==> src/rtl/uart_tx_engine.sv <==
// UART transmitter: 1 start / 8 data (LSB first) / 1 stop, one byte per valid/ready handshake.
// Optional even-parity symbol after D7 when UART_TX_PARITY_EN is defined.
module uart_tx_engine #(
    parameter int CLOCK_FREQ = 50_000_000,
    parameter int BAUD_RATE  = 115_200
) (
    input  logic       CLK,
    input  logic       reset_n,
    input  logic [7:0] DataIn,
    input  logic       DataInValid,
    output logic       DataInReady,
    output logic       SOut
);

    localparam int N     = CLOCK_FREQ / BAUD_RATE;
    localparam int CNT_W = (N > 1) ? $clog2(N) : 1;
    localparam logic [CNT_W-1:0] CNT_LAST = CNT_W'(N - 1);

    typedef enum logic [2:0] {
        S_IDLE   = 3'd0,
        S_START  = 3'd1,
        S_DATA   = 3'd2,
        S_PARITY = 3'd3,
        S_STOP   = 3'd4
    } state_t;

`ifdef UART_TX_PARITY_EN
    localparam state_t AFTER_DATA = S_PARITY;
`else
    localparam state_t AFTER_DATA = S_STOP;
`endif

    state_t           state_q, state_next;
    logic [CNT_W-1:0] cnt_q, cnt_next;
    logic [2:0]       bit_idx_q, bit_idx_next;
    logic [9:0]       shreg_q, shreg_next;
    logic             ready_d, sout_d;
    logic             handshake, sym_done;

    assign handshake = DataInValid & DataInReady;
    assign sym_done  = (cnt_q == CNT_LAST);

    // Outputs are registered from the next-state values so SOut and
    // DataInReady change on the same edge as the state they describe.
    always_ff @(posedge CLK) begin
        if (!reset_n) begin
            state_q     <= S_IDLE;
            cnt_q       <= '0;
            bit_idx_q   <= '0;
            shreg_q     <= '1;
            DataInReady <= 1'b0;
            SOut        <= 1'b1;
        end else begin
            state_q     <= state_next;
            cnt_q       <= cnt_next;
            bit_idx_q   <= bit_idx_next;
            shreg_q     <= shreg_next;
            DataInReady <= ready_d;
            SOut        <= sout_d;
        end
    end

`ifdef UART_TX_PARITY_EN
    logic parity_q;

    always_ff @(posedge CLK) begin
        if (!reset_n)
            parity_q <= 1'b0;
        else if (handshake)
            parity_q <= ^DataIn;
    end
`endif

    // NOTE: every comb output gets a default before the case so no path can infer a latch.
    always_comb begin
        state_next   = state_q;
        cnt_next     = cnt_q;
        bit_idx_next = bit_idx_q;
        shreg_next   = shreg_q;
        if (state_q != S_IDLE)
            cnt_next = sym_done ? '0 : cnt_q + 1'b1;

        unique case (state_q)
            S_IDLE: begin
                if (handshake) begin
                    state_next   = S_START;
                    shreg_next   = {1'b1, DataIn, 1'b0};
                    cnt_next     = '0;
                    bit_idx_next = '0;
                end
            end
            S_START: begin
                if (sym_done) begin
                    state_next = S_DATA;
                    shreg_next = {1'b1, shreg_q[9:1]};
                end
            end
            S_DATA: begin
                if (sym_done) begin
                    shreg_next   = {1'b1, shreg_q[9:1]};
                    bit_idx_next = bit_idx_q + 3'd1;
                    if (bit_idx_q == 3'd7)
                        state_next = AFTER_DATA;
                end
            end
            S_PARITY: begin
                if (sym_done)
                    state_next = S_STOP;
            end
            S_STOP: begin
                if (sym_done)
                    state_next = S_IDLE;
            end
            default: state_next = S_IDLE;
        endcase
    end

    // Shift register bit 0 is always the symbol on the line; after D7 it holds the stop bit.
    always_comb begin
        ready_d = (state_next == S_IDLE);
        sout_d  = shreg_next[0];
        if (state_next == S_IDLE)
            sout_d = 1'b1;
`ifdef UART_TX_PARITY_EN
        if (state_next == S_PARITY)
            sout_d = parity_q;
`endif
    end

endmodule
==> config.mk <==
export PLATFORM = sky130hd
export DESIGN_NAME = uart_tx_engine
export DESIGN_NICKNAME = d
export VERILOG_FILES = /design/src/rtl/uart_tx_engine.sv
export SDC_FILE = /design/constraint.sdc
export NUM_CORES = 1
export LEC_CHECK = 0
export CORE_UTILIZATION = 50
export CTS_BUF_LIST = sky130_fd_sc_hd__clkbuf_4
export DETAILED_ROUTE_END_ITERATION = 8
export DONT_BUFFER_PORTS = 1
export PLACE_DENSITY = 0.68
export SKIP_CTS_REPAIR_TIMING = 1
export SLEW_MARGIN = 10
export SYNTH_ARGS = -nofsm -noshare
export SYNTH_HDL_FRONTEND = slang
export SYNTH_SLANG_ARGS = --single-unit
==> constraint.sdc <==
create_clock -name CLK -period 2 [get_ports CLK]
set_input_delay 0.4 -clock CLK [delete_from_list [all_inputs] [get_ports CLK]]
set_output_delay 0.4 -clock CLK [all_outputs]
set_load 0.05 [all_outputs]
==> flow_summary.ini, run 1 <==
[run_status]
status = completed

[grt]
grt_first_pass_wirelength_microns = 4430
grt_overflow = 0
antenna_found_initial = 0
grt_max_degree = 20
grtUsageTotal_pct = 21.7
grt_pass1_vias = 1019

[clock_network]
clk_latency_ns = 0.33
cts_buffer_depth = 2
tritoncts = yes
cts.clk_slew.worst_paths_ns = 0.15
htree_levels = 1
cts-root-buf = clkbuf_4
cts_buffers = 3
clkSinkCount = 27

[routing]
dr_total_vias = 1116
avgRoutedWirePerCell_microns = 14.3
antenna_left = 0
wirelength_microns = 2660
drt_drc_violations_left = 0
drt_iter0_drc = 27
firstDrtPassIters = 4
viasPerCell = 6.00

[synth]
ys_warn_count = 0
syn-cell-area_sq_mm = 0.00132
synth_edf_count = 0
synth_compound_area_share_pct = 25.3
synth_cell_types = 36
async_flop_share_pct = 0
synth-simple-area-share_pct = 21.7
synth_seq_cells = 27
synthMuxAreaShare_pct = 0
synth_area_leaders = dfxtp_1 41%, a221o_1 6.1%, o21ai_0 4.9%, ha_1 3.8%, inv_1 3.4%
synth_top_area_cell = dfxtp_1
synth_fa_ha_area_share_pct = 3.80
syn-num-nets = 166
synth_flop_cell = dfxtp_1
synth_xor_area_share_pct = 1.33
synth_top_family_by_area = compound AO/OA/AOI/OAI gates
avgSynthCellArea_sq_um = 8.72
seq_area_frac_synth_pct = 41.1
netlist_instances = 151
synth_top_area_share_pct = 41.1

[power_and_ir_drop]
power.internal_w = 0.000686
p_sw_share_pct = 26.7
p_comb_share_pct = 10.6
p_seq_share_pct = 62.3
clkPwrFrac_pct = 27.1
irDropWorstVdd_mv = 0.419
p_leak_nw = 0.547
finalPower_w = 0.000936
p_per_area_mw_per_mm2 = 658
power.switching_w = 0.000250

[timing]
rsz0062_at_grt = no
fin_tns_setup_ns = 0
setup_viol = 0
hold_viol_final = 0
fin_crit_sh_pct = 93.5
tightest_slew_ns = 0.555
max_freq_ghz = 0.535
relSlewSlack_pct = 62.8
min_period_ns = 1.87
drv_slew = 0
fin_skew_ns = 0.00235

[floorplanning]
io_pins = 13
die_h_microns = 53.3
start_util_pct = 53.1
row_count = 18
floorplan.core_area_sq_mm = 0.00248
die-width_microns = 53.3
die_area_sq_mm = 0.00284

[placed_design]
dp_hpwl_microns = 1880
dpl.cell_count = 182
numPortBuffers = 0
gp_congestion = 0.888

[worst_setup_path]
end_kind = register
cp_max_fo = 10
required_ns = 2.24
worst_ep_arrival_time_ns = 2.11
r2r_slack_ns = 0.13
reg2reg_to = shreg_q[7]
critPathKind = register to register
r2r_cells = 5
critPathLaunchType = register
r2r_start = cnt_q[7]

[layout]
multiInputGateArea_sq_um = 686
antennaDiodeCount = 0
nets = 172
seq_area_sq_um = 541
syn2layout_area_growth_pct = 8.08
final_cells = 186
drive_above_1_share_pct = 12.2
mostFrequentLayoutCells = 27 x dfxtp_1, 13 x o21ai_0, 12 x inv_1
layout_commonest_cell = dfxtp_1
fillCellCount = 234

[min_path]
worstHoldPathType = input pin to register
hold_path_depth = 1
min_to = shreg_q[9]
hp-start = reset_n

[job]
maxCapViolCount = 0
-- cells by family after synthesis --
family          count (synthesis)
compound gates                 47
xor+xnor                        2
fa+ha+maj                       4
buf+inv                        22
flops                          27
simple gates                   49
-- layout make-up --
class                      count  share of cell area (%)
clock buffer                   3                    1.58
clock inverter                 1                   0.616
inverter                      12                    3.17
multi-input combinational    102                    48.2
sequential                    27                    38.0
tap                           30                    2.64
timing repair buffer          11                    5.80
-- how the worst max path moves through the flow --
stage,start,end,slack [ns]
final,cnt_q[7],shreg_q[7],0.13
after detailed placement,cnt_q[7],shreg_q[8],0.16
after floorplan,cnt_q[3],shreg_q[2],0.02
after global routing,state_q[0],shreg_q[5],0.05
after CTS,cnt_q[7],shreg_q[7],0.14
after global placement,cnt_q[7],shreg_q[2],0.21
-- power by group through the flow --
| stage | sequential (W) | clock [W] | combinational (W) |
|---|---|---|---|
| after floorplan | 0.000595 | 0 | 0.0000742 |
| after global placement | 0.000593 | 0 | 0.0000975 |
| after detailed placement | 0.000594 | 0 | 0.0000991 |
| after CTS | 0.000582 | 0.000263 | 0.0000996 |
| after global routing | 0.000586 | 0.000283 | 0.000110 |
| final | 0.000583 | 0.000254 | 0.0000997 |
-- critical path: stages (launching register included) --
cell     delay, ns
dfxtp_1       0.42
or4b_4        0.51
nor4_4        0.30
a31oi_2       0.07
buf_4         0.20
a221o_1       0.29
-- through the flow --
step	setup WS [ns]	instance area [sq um]	hold WS (ns)	utilization (%)
after floorplan	0.0167	1320	0.416	-
after global placement	0.207	1390	0.427	56.2
after detailed placement	0.163	1390	0.462	56.2
after CTS	0.142	1420	0.154	57.4
after global routing	0.0470	1420	0.140	57.4
final	0.130	1420	0.165	57.4
-- cells in the mapped netlist (all sizes together), types with 4 or more instances --
cell    count
o21ai      13
nand3       5
o21a        5
a31oi       5
inv        12
nor2       10
dfxtp      27
a221o       8
clkbuf      9
a21oi       7
nand2      11
ha          4
-- metal layers --
layer  global-route usage, %  up-vias  wire length [microns]
met5                       0        -                      0
met1                    29.4      524                   1310
li1                        -      560                      -
met3                    3.16        4                    113
met4                    10.5        0                     51
met2                    33.1       28                   1190
-- flip-flops by register name (all words and copies together), names as in the netlist --
name         cells
SOut             1
state_q          3
shreg_q         10
bit_idx_q        3
cnt_q            9
DataInReady      1
Note: power is estimated with default switching activity, not from simulation.
==> run 2: changes to the inputs <==
--- a/config.mk
+++ b/config.mk
@@ -5,11 +5,14 @@
 export SDC_FILE = /design/constraint.sdc
 export NUM_CORES = 1
 export LEC_CHECK = 0
-export CORE_UTILIZATION = 50
+export CELL_PAD_IN_SITES_DETAIL_PLACEMENT = 1
+export CELL_PAD_IN_SITES_GLOBAL_PLACEMENT = 2
+export CORE_MARGIN = 3
+export CORE_UTILIZATION = 36
 export CTS_BUF_LIST = sky130_fd_sc_hd__clkbuf_4
 export DETAILED_ROUTE_END_ITERATION = 8
 export DONT_BUFFER_PORTS = 1
-export PLACE_DENSITY = 0.68
+export PLACE_DENSITY_LB_ADDON = 0.1
 export SKIP_CTS_REPAIR_TIMING = 1
 export SLEW_MARGIN = 10
 export SYNTH_ARGS = -nofsm -noshare
==> run 2 against run 1 <==
  * Clock skew rose by 0.0082 ns
  * Critical path depth fell by 1
  * Maximum frequency shrank 2.8%
  * First-iteration DRC count increased by 56%
  * Global-route usage is 4.9 points lower
  * Non-clock buffer count up 1
  * Via count grew 1.8%
  * Die area up 55%
  * Largest power group unchanged
==> flow_summary.ini, run 2 (synthesis gave the netlist of run 1 again) <==
[grt]
grt_pass1_vias = 1184
antenna_found_initial = 0
grt_max_degree = 20
grtUsageTotal_pct = 16.8
grt_first_pass_wirelength_microns = 5660
grt_overflow = 0

[timing]
tightest_slew_ns = 0.491
fin_tns_setup_ns = 0
fin_skew_ns = 0.0105
fin_crit_sh_pct = 96.2
drv_slew = 0
rsz0062_at_grt = no
setup_viol = 0
max_freq_ghz = 0.520
relSlewSlack_pct = 67.2
min_period_ns = 1.92
hold_viol_final = 0

[layout]
design_area_sq_mm = 0.00146
multiInputGateArea_sq_um = 701
final_cells = 203
mostFrequentLayoutCells = 27 x dfxtp_1, 13 x o21ai_0, 12 x inv_1, 12 x buf_4, 11 x nand2_1
syn2layout_area_growth_pct = 11.2
fillCellCount = 396
nets = 173
layout_commonest_cell = dfxtp_1
antennaDiodeCount = 0
seq_area_sq_um = 541
drive_above_1_share_pct = 13.4
largest_reg_flops = 10
largest_register = shreg_q
reg_top3 = shreg_q (10), cnt_q (9)

[worst_setup_path]
worst_ep_arrival_time_ns = 2.14
end_kind = register
reg2reg_to = SOut
r2r_start = cnt_q[3]
critPathKind = register to register
critPathLaunchType = register
required_ns = 2.21
r2r_slack_ns = 0.08
cp_max_fo = 11
r2r_cells = 4

[run_status]
status = completed

[clock_network]
cts_buffers = 3
clk_latency_ns = 0.32
clkSinkCount = 27
cts.clk_slew.worst_paths_ns = 0.13
tritoncts = yes
cts_buffer_depth = 2
cts-root-buf = clkbuf_4
htree_levels = 1

[power_and_ir_drop]
p_leak_nw = 0.559
irDropWorstVdd_mv = 0.428
p_per_area_mw_per_mm2 = 638

[placed_design]
post_dp_cell_area_sq_mm = 0.00142
dpl.cell_count = 199
numPortBuffers = 0
gp_congestion = 0.764
dp_hpwl_microns = 2510

[routing]
firstDrtPassIters = 4
wirelength_microns = 3300
avgRoutedWirePerCell_microns = 16.3
antenna_left = 0
drt_iter0_drc = 42
drt_drc_violations_left = 0
viasPerCell = 5.60
dr_total_vias = 1136

[min_path]
hp-start = reset_n
hold_path_depth = 1
worstHoldPathType = input pin to register
min_to = shreg_q[9]

[floorplanning]
die_area_sq_mm = 0.00442
floorplan.core_area_sq_mm = 0.00342
die_h_microns = 66.5
die-width_microns = 66.5
start_util_pct = 38.5
io_pins = 13
row_count = 21

[job]
maxCapViolCount = 0
-- run 2: worst max path at each step --
| stage | from | end | cells after the start |
|---|---|---|---|
| floorplan | cnt_q[3] | shreg_q[2] | 5 |
| global placement | cnt_q[3] | SOut | 4 |
| detailed placement | cnt_q[3] | SOut | 4 |
| CTS | cnt_q[3] | SOut | 4 |
| global route | cnt_q[3] | SOut | 4 |
| finish | cnt_q[3] | SOut | 4 |
-- run 2: area by class of cell --
cell class / instances / share of cell area [%]
clock buffers: 4 / 2.05
inverters: 12 / 3.08
multi-input cells: 102 / 47.9
flip-flops and latches: 27 / 36.9
well taps: 46 / 3.93
repair buffers: 12 / 6.15
-- run 2: per-stage QoR --
stage	setup WS, ns	util, %	power (W)	hold WS [ns]
detailed placement	0.0580	41.5	0.000698	0.454
finish	0.0765	42.9	0.000934	0.173
floorplan	0.0167	-	0.000669	0.416
CTS	0.0357	42.4	0.000946	0.161
global route	0.00658	42.9	0.000985	0.137
global placement	0.137	41.5	0.000692	0.447
-- run 2: routing by layer --
layer	wire length, microns	global-route usage (%)
met1	1580	21.2
met2	1580	29.1
met3	101	4.22
met4	36	3.05
met5	0	0
-- run 2: report_power, final --
group	leakage (nW)	switching (W)	internal, W
registers	0.220	0.0000212	0.000561
clock network	0.0184	0.000155	0.0000916
logic	0.320	0.0000642	0.0000417
-- run 2: critical path, cell delays in order, from the launching register on --
cell	delay, ns
dfxtp_1	0.34
or4b_4	0.55
nor4_4	0.36
a31oi_4	0.12
a2111o_1	0.45
==> run 3: changes to the inputs <==
--- a/config.mk
+++ b/config.mk
@@ -5,14 +5,16 @@
 export SDC_FILE = /design/constraint.sdc
 export NUM_CORES = 1
 export LEC_CHECK = 0
+export ABC_AREA = 1
 export CELL_PAD_IN_SITES_DETAIL_PLACEMENT = 1
 export CELL_PAD_IN_SITES_GLOBAL_PLACEMENT = 2
 export CORE_MARGIN = 3
-export CORE_UTILIZATION = 36
-export CTS_BUF_LIST = sky130_fd_sc_hd__clkbuf_4
+export CORE_UTILIZATION = 31
+export CTS_BUF_LIST = sky130_fd_sc_hd__clkbuf_16
 export DETAILED_ROUTE_END_ITERATION = 8
 export DONT_BUFFER_PORTS = 1
 export PLACE_DENSITY_LB_ADDON = 0.1
+export SETUP_SLACK_MARGIN = 0.02
 export SKIP_CTS_REPAIR_TIMING = 1
 export SLEW_MARGIN = 10
 export SYNTH_ARGS = -nofsm -noshare
==> run 3 against run 2 <==
  * Cell area up 2.1%
  * Critical endpoint is now shreg_q[7]
  * Largest cell class unchanged
  * Setup slack better by 0.29 ns
  * Die area grew 18%
  * Flip-flop and latch count is the same
  * Largest power group unchanged
  * Hold slack gained 0.043 ns
  * Clock-buffer cell count fell by 1
  * Non-clock buffer count fell by 10
  * Utilization is 6.5 points lower
==> flow_summary.ini, run 3 <==
[grt]
grtUsageTotal_pct = 13.6
grt_pass1_vias = 1246
antenna_found_initial = 0
grt_max_degree = 17
grt_overflow = 0
grt_first_pass_wirelength_microns = 5640

[layout]
layout_commonest_cell = nand2_1
design_area_sq_mm = 0.00150
mostFrequentLayoutCells = 46 x nand2_1, 27 x dfxtp_1, 21 x nand3_1
final_cells = 240
largest_reg_flops = 10
antennaDiodeCount = 0
drive_above_1_share_pct = 12.1
reg_top3 = shreg_q (10), cnt_q (9)
seq_area_sq_um = 541
largest_register = shreg_q
utilization_pct = 36.3
syn2layout_area_growth_pct = 9.83
fillCellCount = 523
multiInputGateArea_sq_um = 716
nets = 206

[routing]
dr_total_vias = 1164
drt_iter0_drc = 45
drt_drc_violations_left = 0
avgRoutedWirePerCell_microns = 13.3
firstDrtPassIters = 4
viasPerCell = 4.85
wirelength_microns = 3190
antenna_left = 0

[synth]
synth_cell_types = 25
synth_top_area_share_pct = 39.7
synth_edf_count = 0
post-synth-top-count-cell = nand2_1
synth_seq_cells = 27
synth_top_area_cell = dfxtp_1
async_flop_share_pct = 0
avgSynthCellArea_sq_um = 7.24
syn-num-nets = 203
synth_area_leaders = dfxtp_1 40%, nand2_1 13%, nand3_1 7.7%, a22oi_1 5.5%, inv_1 5.5%
seq_area_frac_synth_pct = 39.7
synth_flop_cell = dfxtp_1
netlist_instances = 188
synth_common_cells = 46 x nand2_1, 27 x dfxtp_1, 21 x nand3_1
ys_warn_count = 0
syn-cell-area_sq_mm = 0.00136

[floorplanning]
floorplan.core_area_sq_mm = 0.00412
die_area_sq_mm = 0.00522
start_util_pct = 33.1
die-width_microns = 72.3
io_pins = 13
row_count = 23
die_h_microns = 72.3

[run_status]
status = completed

[timing]
fin_tns_setup_ns = 0
max_freq_ghz = 0.612
hold_viol_final = 0
fin_crit_sh_pct = 81.7
tightest_slew_ns = 0.482
setup_viol = 0
rsz0062_at_grt = no
relSlewSlack_pct = 67.8
fin_skew_ns = 0.00698
drv_slew = 0
min_period_ns = 1.63
hold_slack_ns = 0.215

[placed_design]
post_dp_cell_area_sq_mm = 0.00141
dpl.cell_count = 236
dp_hpwl_microns = 2450
gp_congestion = 0.776
numPortBuffers = 0

[power_and_ir_drop]
p_per_area_mw_per_mm2 = 788
irDropWorstVdd_mv = 0.280
p_leak_nw = 0.670

[clock_network]
clk_latency_ns = 0.27
tritoncts = yes
htree_levels = 1
cts.clk_slew.worst_paths_ns = 0.07
clkSinkCount = 27
cts-root-buf = clkbuf_16
cts_buffers = 3
cts_buffer_depth = 2

[worst_setup_path]
worst_ep_arrival_time_ns = 1.78
end_kind = register
required_ns = 2.15
critPathKind = register to register
critPathLaunchType = register
cp_max_fo = 11

[job]
maxCapViolCount = 0

[min_path]
worstHoldPathType = input pin to register
-- run 3: worst paths after layout --
check	startpoint	slack, ns	to	cells past startpoint
setup / recovery	cnt_q[0]	0.37	shreg_q[7]	8
hold / removal	reset_n	0.22	shreg_q[3]	1
setup reg to reg	cnt_q[0]	0.37	shreg_q[7]	8
hold reg to reg	shreg_q[9]	0.48	shreg_q[9]	2
-- run 3: where the power goes --
| group | switching [W] | total (W) | internal [W] |
|---|---|---|---|
| Clock | 0.000203 | 0.000475 | 0.000272 |
| Sequential | 0.0000196 | 0.000584 | 0.000564 |
| Combinational | 0.0000769 | 0.000119 | 0.0000420 |
| Total | 0.000299 | 0.00118 | 0.000879 |
-- run 3: worst max-delay path, stage by stage, from the launching register on --
cell	delay [ns]
dfxtp_1	0.39
ha_1	0.19
nand2_1	0.07
nor2_2	0.15
nand2_4	0.10
nor2_4	0.31
nor2_2	0.15
nand2_1	0.10
nand3_1	0.07
-- run 3: kinds of logic after synthesis --
logic type,count (synthesis),synth area share (%)
adders and majority gates,4,3.68
buffers and inverters,25,7.72
DFF,27,39.7
and+or+nand+nor,101,35.2
AOI/OAI and AO/OA,31,13.7
-- run 3: metal layers --
metal | GRT usage [%] | vias up | wire length, microns
li1 | - | 615 | -
met1 | 18.6 | 539 | 1650
met2 | 20.8 | 8 | 1420
met3 | 2.35 | 2 | 92
met4 | 5.85 | 0 | 22
met5 | 0 | - | 0
-- run 3: cell type report --
cell class / instances / area share (%)
clock inverters: 1 / 0.502
flip-flops and latches: 27 / 36.2
inverters: 21 / 5.27
multi-input cells: 136 / 47.9
well taps: 50 / 4.18
repair buffers: 2 / 1.00
clock buffers: 3 / 5.02
-- run 3: per-stage QoR --
| stage | setup slack (ns) | total power [W] |
|---|---|---|
| floorplan | 0.610 | 0.000688 |
| global placement | 0.437 | 0.000714 |
| detailed placement | 0.349 | 0.000718 |
| CTS | 0.343 | 0.00120 |
| global route | 0.203 | 0.00125 |
| finish | 0.366 | 0.00118 |
==> edit, RTL diff (config.mk and constraints of run 1) <==
Build with the macro `UART_TX_PARITY_EN` defined.
--- a/src/rtl/uart_tx_engine.sv
+++ b/src/rtl/uart_tx_engine.sv
@@ -1,5 +1,7 @@
 // UART transmitter: 1 start / 8 data (LSB first) / 1 stop, one byte per valid/ready handshake.
 // Optional even-parity symbol after D7 when UART_TX_PARITY_EN is defined.
+`define UART_TX_PARITY_EN
+
 module uart_tx_engine #(
     parameter int CLOCK_FREQ = 50_000_000,
     parameter int BAUD_RATE  = 115_200
Behaviour: same outputs for any inputs over 10 cycles, from zero or initial values and one cycle with reset_n low; that may be too few to reach the edited logic, so the function may still have changed.
==> edit against run 1 <==
Area after synthesis increased by 8.3%; setup slack got worse by 81 ps; final area increased by 13%; routed wire length increased by 17%; highest routed layer unchanged; sequential cell count increased by 1; total power increased by 8.3%; largest power group unchanged; non-clock buffer count increased by 7; sequential power increased by 4.5%.
==> edit: results (changes against run 1) <==
result of the run = completed
crit path max fanout = 9 (-1)
RePlAce Congestion = 0.774 (-13%)
Post-Place Setup Slack = -1.67 ps (-165 ps)
Syn Nets = 185 (+11%)
nets = 201 (+17%)
wire length per cell = 14.5 µm (+1.5%)
largest registers = shreg_q x10, cnt_q x9
GR Layer Usage met2 = 36.5% (+3.4 points)
Placed Instances = 211 (+16%)
CP max stage delay = 580 ps (+70 ps)
vias in the first global route = 1227 (+20%)
via count = 1267 (+14%)
HPWL Detailed = 2.44 mm (+29%)
Synth Register Bits = 28 (+3.7%)
detailed router's first-iteration violation count = 24 (-11%)
ranking of synthesized cells by area = dfxtp_1, nand2_1, a21oi_1
Distinct cells, synth = 43 (+19%)
share of cells above drive strength 1 = 18.9% (+6.7 points)
Static Leak = 0.587 nW (+7.2%)
fillers = 219 (-6.4%)
slew margin rel. = 67.6% (+4.7 points)
CP arrival = 2190 ps (+80 ps)
sequential share of the synthesized area = 39.3% (-1.7 points)
largest net degree at the start of global routing = 16 (-20%)
met1 Use GR = 28.2% (-1.2 points)
global-route wire length before repair = 5.46 mm (+23%)
Mean Syn Cell Area = 8.38 µm² (-3.8%)
M3 GR Usage = 5.62% (+2.5 points)
GRT Util Overall = 22.0% (+0.27 points)
worst vdd ir = 0.000535 V (+28%)
Finished Layout Cells = 215 (+16%)
synth cell count leaders = dfxtp_1, nand2_1, nor2_1
==> edit: changes by cell type after synthesis, moves of 4 or more <==
cell	change
clkbuf_1	-4
o21a_1	-4
nor2_1	+6
xnor2_1	+6
o21ai_0	-7
a221o_2	+6
nor3_1	+4
a221o_1	-6
inv_1	-10
or3_1	+4
a21oi_1	+7
nand2_1	+16
==> edit: where the power goes <==
group / switching, W / total [W] / internal [W] / leakage (nW)
Combinational: 0.0000926 / 0.000172 / 0.0000790 / 0.343
Sequential: 0.0000221 / 0.000609 / 0.000587 / 0.229
Clock: 0.000159 / 0.000233 / 0.0000735 / 0.0154
Total: 0.000274 / 0.00101 / 0.000740 / 0.587
==> edit: final cells by class <==
class                      instances  area [µm²]  share of cell area, %
tap                               30        37.5                   2.34
timing repair buffer              18         135                   8.42
inverter                           3        11.3                  0.701
sequential                        28         561                   34.9
multi-input combinational        132         835                   52.0
clock buffer                       3        22.5                   1.40
clock inverter                     1        3.75                  0.234
==> edit: routing by layer <==
| metal | part of all wire, % | up-vias |
|---|---|---|
| met5 | 0 | - |
| met4 | 3.0 | 0 |
| met3 | 3.9 | 12 |
| met2 | 45 | 25 |
| met1 | 48 | 583 |
| li1 | - | 647 |
==> edit: path summary, 6_finish.rpt <==
check	start	endpoint	slack (ps)	cells past startpoint
max	cnt_q[6]	shreg_q[1]	50	5
min	reset_n	shreg_q[9]	150	1
max reg2reg	cnt_q[6]	shreg_q[1]	50	5
min reg2reg	bit_idx_q[1]	bit_idx_q[1]	490	2
==> edit: worst reg2reg max path: stages, from the launching register on <==
cell and delay [ps]:
dfxtp_1 340, or4b_4 580, nor2_4 120, a21oi_1 70, or3_4 380, a221o_2 350
==> edit: kinds of logic (layout without fill, tap and decap cells) <==
family / after synthesis / in the layout / share of synthesized area [%]
flops: 28 / 28 / 39.3
fa+ha+maj: 4 / 4 / 3.51
xor+xnor: 9 / 9 / 5.53
simple gates: 77 / 77 / 27.3
compound gates: 41 / 41 / 20.4
buf+inv: 10 / 25 / 3.25
mux: 1 / 1 / 0.702
==> edit: per-stage QoR <==
step | TNS (ps) | instance area [µm²]
after detailed placement | -2.60 | 1570
after global routing | -1.32 | 1610
after floorplan | 0 | 1430
after CTS | -114 | 1590
after global placement | 0 | 1570
final | 0 | 1610
